**src/rtl/periph_mux_arbiter.sv**
```systemverilog
// N-peripheral packet arbiter: round-robin upstream drain of peripheral RX FIFOs
// with bounded bursts, and address-routed downstream writes into peripheral TX FIFOs.
module periph_mux_arbiter #(
    parameter int NUM_PERIPHS = 8,
    parameter int PACKET_W    = 32,
    parameter int ADDR_W      = 3,
    parameter int MAX_BURST   = 4
) (
    input  logic                            clk,
    input  logic                            rst,
    input  logic [NUM_PERIPHS-1:0]          periph_rx_empty,
    output logic [NUM_PERIPHS-1:0]          periph_rx_rden,
    input  logic [NUM_PERIPHS*PACKET_W-1:0] periph_rx_dout,
    input  logic [NUM_PERIPHS-1:0]          periph_tx_full,
    output logic [NUM_PERIPHS-1:0]          periph_tx_wren,
    output logic [PACKET_W-1:0]             periph_tx_din,
    output logic [PACKET_W-1:0]             up_data,
    output logic                            up_valid,
    input  logic                            up_ready,
    input  logic [PACKET_W-1:0]             down_data,
    input  logic                            down_valid,
    output logic                            down_ready,
    output logic [7:0]                      drop_count,
    output logic                            busy,
    output logic [1:0]                      dbg_state
);

    localparam int IW = $clog2(NUM_PERIPHS);

    // Handshakes: a transfer occurs on a rising edge where valid & ready are both high;
    // a source holds valid and data stable until that edge (up_* and down_* alike).
    typedef enum logic [1:0] {S_IDLE, S_FETCH, S_CAPTURE, S_SEND} state_e;

    state_e                 state_q, state_d;
    logic [IW-1:0]          grant_q, grant_d;
    logic [IW-1:0]          last_q, last_d;
    logic [3:0]             burst_q, burst_d;
    logic [NUM_PERIPHS-1:0] rden_q, rden_d;
    logic [PACKET_W-1:0]    up_data_q, up_data_d;
    logic                   up_valid_q, up_valid_d;
    logic [NUM_PERIPHS-1:0] wren_q, wren_d;
    logic [PACKET_W-1:0]    din_q, din_d;
    logic [7:0]             drop_q, drop_d;

    logic                   pick_found;
    logic [IW-1:0]          pick_idx;
    logic [IW:0]            cand;
    logic [PACKET_W-1:0]    rx_sel;

    logic [ADDR_W-1:0]      addr;
    logic                   addr_ok;
    logic                   full_sel;
    logic                   pend_sel;
    logic                   dn_hs;

    // Scan offsets from farthest to nearest so the nearest requester after last_q wins.
    always_comb begin
        pick_found = 1'b0;
        pick_idx   = '0;
        cand       = '0;
        for (int off = NUM_PERIPHS; off >= 1; off--) begin
            cand = {1'b0, last_q} + (IW+1)'(off);
            if (cand >= (IW+1)'(NUM_PERIPHS)) cand = cand - (IW+1)'(NUM_PERIPHS);
            if (!periph_rx_empty[cand[IW-1:0]]) begin
                pick_found = 1'b1;
                pick_idx   = cand[IW-1:0];
            end
        end
    end

    always_comb begin
        rx_sel = '0;
        for (int i = 0; i < NUM_PERIPHS; i++) begin
            if (grant_q == IW'(i)) rx_sel = periph_rx_dout[i*PACKET_W +: PACKET_W];
        end
    end

    always_comb begin
        state_d    = state_q;
        grant_d    = grant_q;
        last_d     = last_q;
        burst_d    = burst_q;
        rden_d     = '0;
        up_data_d  = up_data_q;
        up_valid_d = up_valid_q;
        case (state_q)
            S_IDLE: begin
                if (pick_found) begin
                    grant_d          = pick_idx;
                    burst_d          = '0;
                    rden_d[pick_idx] = 1'b1;
                    state_d          = S_FETCH;
                end
            end
            S_FETCH: state_d = S_CAPTURE;
            S_CAPTURE: begin
                up_data_d  = rx_sel;
                up_valid_d = 1'b1;
                state_d    = S_SEND;
            end
            S_SEND: begin
                if (up_ready) begin
                    up_valid_d = 1'b0;
                    burst_d    = burst_q + 4'd1;
                    // Empty is sampled at the handshake, so a refetch never hits an empty FIFO.
                    if (({1'b0, burst_q} + 5'd1 < 5'(MAX_BURST)) && !periph_rx_empty[grant_q]) begin
                        rden_d[grant_q] = 1'b1;
                        state_d         = S_FETCH;
                    end else begin
                        last_d  = grant_q;
                        state_d = S_IDLE;
                    end
                end
            end
            default: state_d = S_IDLE;
        endcase
    end

    // A pending write to the same address blocks the next packet: its full flag may be stale.
    always_comb begin
        addr     = down_data[PACKET_W-1 -: ADDR_W];
        addr_ok  = int'(addr) < NUM_PERIPHS;
        full_sel = 1'b0;
        pend_sel = 1'b0;
        for (int i = 0; i < NUM_PERIPHS; i++) begin
            if (int'(addr) == i) begin
                full_sel = periph_tx_full[i];
                pend_sel = wren_q[i];
            end
        end
        down_ready = addr_ok ? ~(full_sel | pend_sel) : 1'b1;
        dn_hs      = down_valid & down_ready;
        wren_d     = '0;
        for (int i = 0; i < NUM_PERIPHS; i++) begin
            wren_d[i] = dn_hs && (int'(addr) == i);
        end
        din_d  = (dn_hs && addr_ok) ? down_data : din_q;
        drop_d = drop_q;
        if (dn_hs && !addr_ok && drop_q != 8'hFF) drop_d = drop_q + 8'd1;
    end

    always_ff @(posedge clk or negedge rst) begin
        if (!rst) begin
            state_q    <= S_IDLE;
            grant_q    <= '0;
            last_q     <= IW'(NUM_PERIPHS - 1);
            burst_q    <= '0;
            rden_q     <= '0;
            up_data_q  <= '0;
            up_valid_q <= 1'b0;
            wren_q     <= '0;
            din_q      <= '0;
            drop_q     <= '0;
        end else begin
            state_q    <= state_d;
            grant_q    <= grant_d;
            last_q     <= last_d;
            burst_q    <= burst_d;
            rden_q     <= rden_d;
            up_data_q  <= up_data_d;
            up_valid_q <= up_valid_d;
            wren_q     <= wren_d;
            din_q      <= din_d;
            drop_q     <= drop_d;
        end
    end

    assign periph_rx_rden = rden_q;
    assign up_data        = up_data_q;
    assign up_valid       = up_valid_q;
    assign periph_tx_wren = wren_q;
    assign periph_tx_din  = din_q;
    assign drop_count     = drop_q;
    assign busy           = (state_q != S_IDLE);
    assign dbg_state      = state_q;

endmodule
```
**config.mk**
```make
export PLATFORM = sky130hd
export DESIGN_NAME = periph_mux_arbiter
export DESIGN_NICKNAME = d
export VERILOG_FILES = /design/src/rtl/periph_mux_arbiter.sv
export SDC_FILE = /design/constraint.sdc
export NUM_CORES = 1
export LEC_CHECK = 0
export BUFFER_PORTS_ARGS = -buffer_cell sky130_fd_sc_hd__buf_2
export CORE_AREA = 2 2 157 159
export CTS_BUF_LIST = sky130_fd_sc_hd__clkbuf_16
export CTS_CLUSTER_SIZE = 10
export DETAILED_ROUTE_END_ITERATION = 10
export DIE_AREA = 0 0 159 161
export PLACE_DENSITY = 0.57
export RECOVER_POWER = 25
export SLEW_MARGIN = 10
export SYNTH_ARGS = -nofsm -noshare
export SYNTH_HDL_FRONTEND = slang
export SYNTH_SLANG_ARGS = --single-unit
```
**constraint.sdc**
```tcl
create_clock -name clk -period 5.73 [get_ports clk]
set_input_delay 0.8595 -clock clk [delete_from_list [all_inputs] [get_ports clk]]
set_output_delay 0.8595 -clock clk [all_outputs]
set_load 0.02 [all_outputs]
```
Yosys cells after proc, flatten, opt, wreduce, memory -nomap -nowiden

Index checks and enable logic that the tools add are counted.

Equal/unequal tests: 19
Shift operators: 0
$add $sub $neg: 18
Reduce and logical (&&, ||, !) cells: 23
Bitwise operators: 4
Mux-type cells: 83
Divide/modulo/power cells: 0
Multiply operators: 0
$lt $le $gt $ge: 21

Operators with widths:

| kind                | count |
|---|---|
| $mux 32             | 8 |
| $mux 3              | 16 |
| $lt 3x4->1 const B  | 10 |
| $mux 1              | 37 |
| $ge 4x4->1 const B  | 8 |
| $bmux 1 s3          | 9 |
| $eq 3x3->1 const B  | 8 |
| $mux 8              | 3 |
| $sub 3x1->3 const B | 8 |
| $add 3x3->4 const B | 4 |
| $pmux 8 s2          | 1 |
| $eq 3x2->1 const B  | 4 |
| $logic_and 1x1->1   | 11 |
| $add 3x2->4 const B | 2 |
| $mux 4              | 2 |
| $pmux 2 s4          | 1 |
| $pmux 4 s2          | 1 |
| $demux 1 s3         | 2 |
| $eq 3x1->1 const B  | 2 |
| $ge 3x1->1 const B  | 2 |
| $logic_not 3->1     | 2 |
| $reduce_and 2->1    | 3 |
| $reduce_and 3->1    | 2 |
| $reduce_bool 2->1   | 3 |
| 15 further kinds    | 19 |

Bits in registers: 93
Memory bits (read-only): 0
Input port bits: 308
Memories kept: 0
Bits in latches: 0
Memory bits (writable): 0
Word-level logic and storage cells: 177

Depth between registers and ports, before layout

Gate-level depths: netlist (run 1).

Word-level depth: 19
Mapped depth: 12
Mapped depth without buffers: 9

Worst setup path before layout (run 1)

OpenSTA, ideal clock, no wires.

Path type: reg2reg
Start: register last_q[0]
End: register rden_q[7] (netlist: periph_rx_rden[7])
Setup slack: 2117 ps
Library setup time: 101 ps
Required time: 5629 ps
Path buffers: 2
Cell stages (with the launch flop): 11
Data arrival time: 3512 ps
Cell sequence: dfstp_2 -> buf_2 -> clkinv_1 -> ha_1 -> buf_6 -> mux4_2 -> mux2_4 -> and3_1 -> or3_4 -> or4b_1 -> o32ai_1

Longest elaborated chain between the ends: 19

RTL lines:

| what                                                                  | line | RTL |
|---|---|---|
| start, declared                                                       | 36   | `logic [IW-1:0] last_q, last_d;` |
| start signal, assigned                                                | 146  | `last_q <= IW'(NUM_PERIPHS - 1);` |
| start signal, assigned                                                | 157  | `last_q <= last_d;` |
| $add 3x4->4                                                           | 62   | `cand = {1'b0, last_q} + (IW+1)'(off);` |
| $ge 4x4->1 / $sub 3x1->3 (equally long branches)                      | 63   | `if (cand >= (IW+1)'(NUM_PERIPHS)) cand = cand - (IW+1)'(NUM_PERIPHS);` |
| $mux 3                                                                | 63   |  |
| $bmux 1 s3                                                            | 64   | `if (!periph_rx_empty[cand[IW-1:0]]) begin` |
| $mux 1 (not written as such)                                          | 64   |  |
| $mux 3 (8 in series)                                                  | 64   |  |
| $lt 3x4->1 (not written as such) / $ge 3x1->1 (equally long branches) | 91   | `rden_d[pick_idx] = 1'b1;` |
| $logic_and 1x1->1 (not written as such)                               | 91   |  |
| $mux 1 (not written as such)                                          | 91   |  |
| $demux 1 s3                                                           | 91   |  |
| $mux 8 *                                                              | 88   | `if (pick_found) begin` |
| $pmux 8 s2 *                                                          | 86   | `case (state_q)` |
| via rden_d[7]                                                         | 38   | `logic [NUM_PERIPHS-1:0] rden_q, rden_d;` |
| end signal, assigned                                                  | 159  | `rden_q <= rden_d;` |
| end, declared                                                         | 38   |  |

Mark *: on every way through the listed nets, which the timed path passes. The rest lies on a longest branch. The select of a mux whose other input is x is not followed.
A chain may end at the register's enable or synchronous reset.

Final worst setup path (run 1)

Start: register last_q[0]
End: register rden_q[6] (netlist: periph_rx_rden[6])

Same word-level chain as after synthesis.

==> metrics.cfg, run 1 <==
[layout]
final_common_cell=buf_2
area_growth_pct=37.0
fin_cells=1258
multi_input_area_sq_um=4020
drive_gt1_frac=0.537
final_cell_mix=buf_2, dfrtp_1, mux4_2, nor2_1, mux2i_1
nNetsFinal=1242
finish.utilization=0.378
regArea_sq_um=2340
stdcell_area_sq_um=9060
fillers=2429

[critical_path]
end_kind=register
worstSetupPathType=register to register
r2r_slack_ps=1430
rr_startpoint=last_q[0]
reg2reg_to=periph_rx_rden[6]
cp_max_fo=21
startpoint_type=register
critPathArrivalTime_ps=4540
r2r.worst_path.cells=8
worstPathRequired_ps=5960

[routing]
drc=0
initialDrtViolationCount=354
vias_per_cell=4.95
dr.pass1.iters=4
wire_per_inst_microns=19.1
num_vias=6226
ant_nets=0
totalWireLength_microns=24100

[timing]
fin_hold_ws_ps=484
tightest_slew_ps=2730
fin_worst_skew_ps=10.6
final_max_slew_viol_count=133
setup_violations=0
setup_slack_ps=1430
relSlewSlack=-0.820
rsz0062_at_grt=no
min_period_over_period=0.751
fmax_mhz=232
min_period_ps=4300
fin_setup_tns_ps=0
hold_viol_final=0

[clocking]
cts_tree=yes
cts_max_level=3
clockBufferDepth=2
clkSlewWorstSetupHoldPaths_ps=70
numClockSinks=93
cts-root-buf=clkbuf_16
cts_made_buffers=9
cts_resized=0
hold_buffers=0
cts_setup_buffers=0
worstSkewPairLatency_ps=350

[place]
gp_congestion=0.892
pre_cts_slack_ps=1450
placed_cell_area_sq_um=8810
hpwlAfterDp_microns=19100
portBuffers=392
place_inst=1241

[global_routing]
grt-ovfl-total=0
grt_antenna_before_repair=3
grt.total_usage=0.183
grt_max_degree=78
grt_pass1_vias=6370
grt_pass1_wl_microns=36200

[yosys]
yosysUniqueCellTypes=60
yosysSeqAreaShare=0.352
synth_top_area_share=0.340
syn_area_sq_um=6620
async_reset_ff_frac=1.00
ys.flop_type=dfrtp_1
yosys_warnings=0
yosysTopAreaCell=dfrtp_1
synth.avg_cell_area_sq_um=11.7
synthCells=566
ys_top_cells_by_area=dfrtp_1, mux4_2, mux2_2, mux2i_1, a21oi_1
ys_seq_elements=93
synth_edf_count=0

[power_and_ir_drop]
cellLeakagePower_nw=4.15
power_density_nw_per_um2=507
power.total_mw=4.60
irDropWorstVdd_mv=0.229

[status]
violations=max-capacitance violations, max-slew violations
status=finished, violations left

[die]
die_x_microns=159
dieArea_sq_um=25600
die_h_microns=161
num_rows=57
initial_core_util=0.276
core_sq_um=24000
ios=401

[run]
timing.max_cap.violations=2

[worst_hold_path]
holdPathStages=2
hp-start=periph_tx_din[29]
hp-class=register to register
min_to=periph_tx_din[29]

registers in the layout, summed over array words and instances, names as in the netlist:
name            flops
periph_rx_rden      8
burst_q             4
periph_tx_din      32
up_data            32
up_valid            1
grant_q             3
last_q              3
dbg_state           2
periph_tx_wren      8
layout make-up:
class,instances,area share
timing repair buffer,397,0.215
multi-input combinational,415,0.444
tap,324,0.0447
sequential,93,0.258
clock inverter,7,0.00856
clock buffer,9,0.0249
antenna,1,0.000276
inverter,12,0.00497
worst max-delay path, stage by stage, from the launching register on:
cell	delay (ps)
dfstp_2	830
clkinv_1	350
ha_1	730
mux4_2	630
mux2_4	330
and3_1	170
or3_4	380
or4b_1	490
o32ai_1	270
power breakdown:
part / internal (mW) / total, mW / switching [mW]
Sequential: 0.894 / 1.26 / 0.365
Combinational: 1.29 / 2.74 / 1.45
Clock: 0.309 / 0.602 / 0.293
Total: 2.49 / 4.60 / 2.11
synthesized netlist by cell type (all sizes together), types with 4 or more instances:
cell type,instances
nand2,32
o21ai,19
o32ai,7
clkbuf,30
nand3,7
dfrtp,90
a21oi,40
ha,6
buf,23
mux2i,45
o22ai,4
mux2,42
nor2b,4
nand2b,6
nor3,11
nor2,53
inv,11
mux4,73
layer usage:
| layer | share of wire | vias up | wire [microns] | global-route usage |
|---|---|---|---|---|
| met3 | 0.083 | 20 | 2000 | 0.0496 |
| li1 | - | 2886 | - | - |
| met1 | 0.41 | 2987 | 9760 | 0.233 |
| met2 | 0.50 | 333 | 12000 | 0.314 |
| met5 | 0 | - | 0 | 0 |
| met4 | 0.013 | 0 | 320 | 0.0384 |
worst max path at each step:
stage	from	to	cells past startpoint
after floorplan	last_q[0]	periph_rx_rden[7]	10
after global placement	last_q[0]	periph_rx_rden[6]	8
after detailed placement	last_q[0]	periph_rx_rden[6]	8
after CTS	last_q[0]	periph_rx_rden[6]	8
after global routing	last_q[0]	periph_rx_rden[6]	8
final	last_q[0]	periph_rx_rden[6]	8
cell families after synthesis:
| logic type | share of synthesized area |
|---|---|
| adders and majority gates | 0.0113 |
| buffers and inverters | 0.0441 |
| AOI/OAI and AO/OA | 0.0976 |
| xor gates and xnor gates | 0.00813 |
| DFF | 0.352 |
| muxes | 0.389 |
| and+or+nand+nor | 0.0972 |
| other | 0.000567 |
No activity file was read; power rests on OpenSTA's default activity.
==> inputs of run 2 (changes only) <==
- PLACE_DENSITY: 0.57 -> 0.59
- clock period: 5.73 -> 3.8 ns (I/O delays scaled with it)
==> metrics.cfg, run 2 (synthesis results as in run 1) <==
[critical_path]
critPathArrivalTime_ps=3600  ; -940 ps
startpoint_type=register
end_kind=register
r2r.worst_path.cells=10  ; +2
cp_max_fo=12  ; -43%
worstPathRequired_ps=4040  ; -1920 ps
rr_startpoint=last_q[1]
startpoint=last_q[1]
worstSetupPathType=register to register
setup.worst_path.end=periph_rx_rden[7]
r2r_slack_ps=440  ; -990 ps
reg2reg_to=periph_rx_rden[7]

[layout]
final_common_cell=buf_2
regArea_sq_um=2340  ; -0.11%
nNetsFinal=1250  ; +0.64%
drive_gt1_frac=0.581  ; +0.0443
insertedDiodeCount=0  ; -1
fillers=2410  ; -0.78%
multi_input_area_sq_um=4020  ; unchanged
area_growth_pct=38.5
final_cell_mix=buf_2, dfrtp_1, mux4_2, nor2_1, mux2i_1

[timing]
hold_viol_final=0  ; unchanged
fmax_mhz=297  ; +28%
fin_worst_skew_ps=10.3  ; -0.239 ps
fin_setup_tns_ps=0  ; unchanged
min_period_ps=3360  ; -939 ps
relSlewSlack=-0.603  ; +0.217
rsz0062_at_grt=no
setup_violations=0  ; unchanged
min_period_over_period=0.885  ; +0.134
setup_slack_ps=436  ; -991 ps
final_max_slew_viol_count=45  ; -66%
tightest_slew_ps=2410  ; -325 ps
fin_hold_ws_ps=450  ; -34.0 ps

[clocking]
cts_tree=yes
worstSkewPairLatency_ps=350  ; about the same
cts_resized=0  ; unchanged
hold_buffers=0  ; unchanged
clkSlewWorstSetupHoldPaths_ps=80  ; about the same
cts_max_level=3  ; unchanged
clockBufferDepth=2  ; unchanged
cts-root-buf=clkbuf_16
cts_setup_buffers=0  ; unchanged
numClockSinks=93  ; unchanged
cts_made_buffers=9  ; unchanged

[power_and_ir_drop]
clkPwrFrac=0.130  ; about the same
intPower_mw=3.82  ; +53%
pwr-share-comb=0.625  ; +0.030
irDropWorstVdd_mv=0.268  ; +17%
cellLeakagePower_nw=4.32  ; +4.0%
switching_share=0.459  ; +0.000792
power_density_nw_per_um2=770  ; +52%
p_sw_mw=3.24  ; +54%
pwr-share-seq=0.245  ; -0.029

[global_routing]
grt_max_degree=45  ; -42%
grt_pass1_wl_microns=36800  ; +1.6%
grt.total_usage=0.186  ; +0.00293
grt_antenna_before_repair=1  ; -2
grt-ovfl-total=0  ; unchanged
grt_pass1_vias=6383  ; +0.20%

[die]
ios=401  ; unchanged
core_sq_um=24000  ; unchanged
num_rows=57  ; unchanged
dieArea_sq_um=25600  ; unchanged
die_x_microns=159  ; unchanged
die_h_microns=161  ; unchanged
initial_core_util=0.276  ; unchanged

[routing]
initialDrtViolationCount=437  ; +23%
wire_per_inst_microns=19.5  ; +1.9%
ant_nets=0  ; unchanged
num_vias=6347  ; +1.9%
dr.pass1.iters=4  ; unchanged
totalWireLength_microns=24700  ; +2.5%
drc=0  ; unchanged
vias_per_cell=5.02  ; +1.4%

[status]
violations=max-capacitance violations, max-slew violations
status=finished, violations left

[place]
portBuffers=392  ; unchanged
hpwlAfterDp_microns=20000  ; +4.7%
pre_cts_slack_ps=478  ; -972 ps
gp_congestion=0.884  ; -0.84%

[worst_hold_path]
hp-class=primary input to register

[run]
timing.max_cap.violations=1  ; -1

-- run 2: critical path: stages (launching register included) --
cell and delay [ps]:
dfstp_2 530, inv_1 80, ha_1 370, buf_4 220, mux2_2 260, mux2i_1 90, a221oi_2 420, nor3_1 120
or3_4 420, or4b_1 500, o32ai_1 250
-- run 2: per-layer routing --
metal | vias to the layer above | routed length, microns | global-route usage
met2 | 341 | 11900 | 0.309
met3 | 27 | 1990 | 0.0411
met1 | 3074 | 10400 | 0.248
met5 | - | 13 | 0
li1 | 2903 | - | -
met4 | 2 | 405 | 0.0492
-- run 2: power by group through the flow --
stage	combinational [mW]	sequential, mW	clock (mW)
after global placement	4.39	1.75	0
after global routing	4.78	1.80	0.993
after floorplan	3.03	1.89	0
after detailed placement	4.43	1.76	0
after CTS	4.44	1.74	0.956
final	4.41	1.73	0.916
-- run 2: worst min-delay path by stage --
stage | depth (start not counted) | slack [ps] | startpoint | end
finish | 2 | 450 | down_data[17] | periph_tx_din[17]
floorplan | 0 | 270 | rst | burst_q[0]
global route | 2 | 440 | down_data[11] | periph_tx_din[11]
global placement | 2 | 470 | periph_tx_din[29] | periph_tx_din[29]
detailed placement | 1 | 480 | burst_q[3] | burst_q[3]
CTS | 1 | 230 | rst | periph_tx_din[28]
-- run 2: final cells by class --
type | count | area share
multi-input combinational | 415 | 0.439
clock inverter | 7 | 0.00792
timing repair buffer | 405 | 0.224
inverter | 12 | 0.00492
tap | 324 | 0.0443
sequential | 93 | 0.255
clock buffer | 9 | 0.0246
-- run 2: through the flow --
step | instance area [sq um] | utilization | instances | power [mW]
after floorplan | 6640 | - | 573 | 4.92
after global placement | 8870 | 0.370 | 1249 | 6.14
after detailed placement | 8870 | 0.370 | 1249 | 6.20
after CTS | 9170 | 0.383 | 1265 | 7.14
after global routing | 9160 | 0.382 | 1265 | 7.58
final | 9160 | 0.382 | 1265 | 7.06
==> inputs of run 3 (changes only) <==
- clock period: 3.8 -> 3 ns (I/O delays scaled with it)
==> metrics.cfg, run 3 (synthesis results as in run 1) <==
[power_and_ir_drop]
clkPwrFrac=0.123  ; -0.007
pwr-share-seq=0.207  ; -0.038
intPower_mw=5.56  ; +46%
cellLeakagePower_nw=4.50  ; +4.3%
power.total_mw=9.92  ; +41%
switching_share=0.439  ; -0.0199
pwr-share-comb=0.669  ; +0.044
power_density_nw_per_um2=1040  ; +35%
irDropWorstVdd_mv=0.390  ; +46%
p_sw_mw=4.36  ; +34%

[global_routing]
grt_max_degree=59  ; +31%
grt_antenna_before_repair=1  ; unchanged
grt_pass1_wl_microns=36800  ; about the same
grt_pass1_vias=6482  ; +1.6%
grt.total_usage=0.186  ; -0.000569
grt-ovfl-total=0  ; unchanged

[routing]
ant_nets=0  ; unchanged
wire_per_inst_microns=18.9  ; -3.3%
wirelength_met1_microns=10300  ; -0.84%
wl_met2_microns=11900  ; +0.21%
vias_per_cell=4.92  ; -1.9%
dr.pass1.iters=4  ; unchanged
highest_layer=met4
num_vias=6382  ; +0.55%
initialDrtViolationCount=357  ; -18%
dr_wl_met3_microns=1760  ; -11%
drc=0  ; unchanged
totalWireLength_microns=24500  ; -0.89%

[critical_path]
rr_startpoint=last_q[0]
worstPathRequired_ps=3250  ; -790 ps
reg2reg_to=periph_rx_rden[6]
cp_max_fo=4  ; -8
end_kind=register
critPathArrivalTime_ps=3370  ; -230 ps
r2r_slack_ps=-120  ; -550 ps
startpoint_type=register
r2r.worst_path.cells=8  ; -2
worstSetupPathType=register to register

[timing]
tightest_slew_ps=2050  ; -353 ps
min_period_over_period=1.04  ; +0.153
min_period_ps=3120  ; -248 ps
fmax_mhz=321  ; +8.0%
setup_violations=5  ; +5
setup_slack_ps=-116  ; -552 ps
relSlewSlack=-0.368  ; +0.235
rsz0062_at_grt=yes
final_max_slew_viol_count=37  ; -18%
hold_viol_final=0  ; unchanged
fin_worst_skew_ps=7.07  ; -3.25 ps

[layout]
final_common_cell=buf_2
final_cell_mix=buf_2, dfrtp_1, mux4_2, nor2_1, mux2i_1
area_growth_pct=44.4
fillers=2417  ; +0.29%
nNetsFinal=1281  ; +2.5%
stdcell_area_sq_um=9550  ; +4.3%
insertedDiodeCount=0  ; unchanged
fin_cells=1296  ; +2.5%
drive_gt1_frac=0.614  ; +0.0329

[die]
die_h_microns=161  ; unchanged
ios=401  ; unchanged
die_x_microns=159  ; unchanged
core_sq_um=24000  ; unchanged
num_rows=57  ; unchanged
initial_core_util=0.276  ; unchanged
dieArea_sq_um=25600  ; unchanged

[place]
place_inst=1277  ; +2.2%
portBuffers=392  ; unchanged
gp_congestion=0.893  ; +1.1%
hpwlAfterDp_microns=20000  ; -0.37%
placed_cell_area_sq_um=9140  ; +3.0%

[worst_hold_path]
hp-start=down_data[17]
hp-class=primary input to register
min_to=periph_tx_din[17]
holdPathStages=2  ; unchanged

[clocking]
cts-root-buf=clkbuf_16
worstSkewPairLatency_ps=350  ; about the same
cts_max_level=3  ; unchanged
cts_tree=yes
clockBufferDepth=2  ; unchanged
clkSlewWorstSetupHoldPaths_ps=70  ; about the same
numClockSinks=93  ; unchanged
cts_made_buffers=9  ; unchanged

[status]
status=finished, violations left
violations=max-capacitance violations, max-slew violations, negative setup slack

[run]
timing.max_cap.violations=1  ; unchanged

[run 3: changes by cell type in the layout (fill, tap and decap cells not counted), moves of 2 or more]
cell,change
o21ai_0,-2
o21ai_1,+2
mux2i_1,-2
mux2i_2,+2
a211oi_1,-2
a211oi_2,+2
o32ai_1,-2
o32ai_2,+2
buf_4,+30
clkbuf_2,-2
[run 3: worst max-delay path, stage by stage (launching register included)]
cell and delay (ps):
dfstp_2 610, clkinv_8 60, ha_4 290, mux4_2 510, mux2_4 300, and3_4 150, or3_4 400, or4b_4 510
o32ai_2 200
[run 3: final cells by class]
class | instances | area, sq um | area share
clock buffers | 9 | 225 | 0.0236
clock inverters | 7 | 87.6 | 0.00917
inverters | 12 | 60.1 | 0.00629
multi-input cells | 415 | 4130 | 0.432
flip-flops and latches | 93 | 2340 | 0.245
well taps | 324 | 405 | 0.0424
repair buffers | 436 | 2310 | 0.242
[run 3: power groups by stage]
stage	registers (mW)	logic, mW	clock network, mW
after floorplan	2.40	3.91	0
after global placement	2.07	6.30	0
after detailed placement	2.08	6.35	0
after CTS	2.06	6.60	1.27
after global routing	2.14	7.18	1.33
final	2.06	6.64	1.22
[run 3: worst max path at each step]
stage / startpoint / end / cells past startpoint
2_1_floorplan: last_q[1] / periph_rx_rden[6] / 10
5_1_grt: last_q[0] / periph_rx_rden[6] / 8
3_3_place_gp: last_q[0] / periph_rx_rden[6] / 9
3_5_place_dp: last_q[0] / periph_rx_rden[2] / 9
6_report: last_q[0] / periph_rx_rden[6] / 8
4_1_cts: last_q[0] / periph_rx_rden[6] / 8
[run 3: what timing repair did]
action,CTS,global route
endpoints found under the setup margin,8,10
hold buffers,0,0
gates cloned,0,0
resized for setup,12,7
pin swaps,6,1
setup buffers,3,0
[run 3: through the flow]
stage,utilization,hold slack (ps),setup WS (ps),TNS (ps)
4_1_cts,0.398,81.3,-124,-368
3_5_place_dp,0.381,461,-197,-625
6_report,0.399,330,-116,-364
3_3_place_gp,0.381,459,-139,-339
5_1_grt,0.399,304,-221,-3130
2_1_floorplan,-,154,-338,-961
[run 3: metal layers]
metal  vias to the layer above  GRT usage
met3                        26     0.0419
met4                         0     0.0450
met2                       326      0.311
met1                      3074      0.245
li1                       2956          -
met5                         -          0
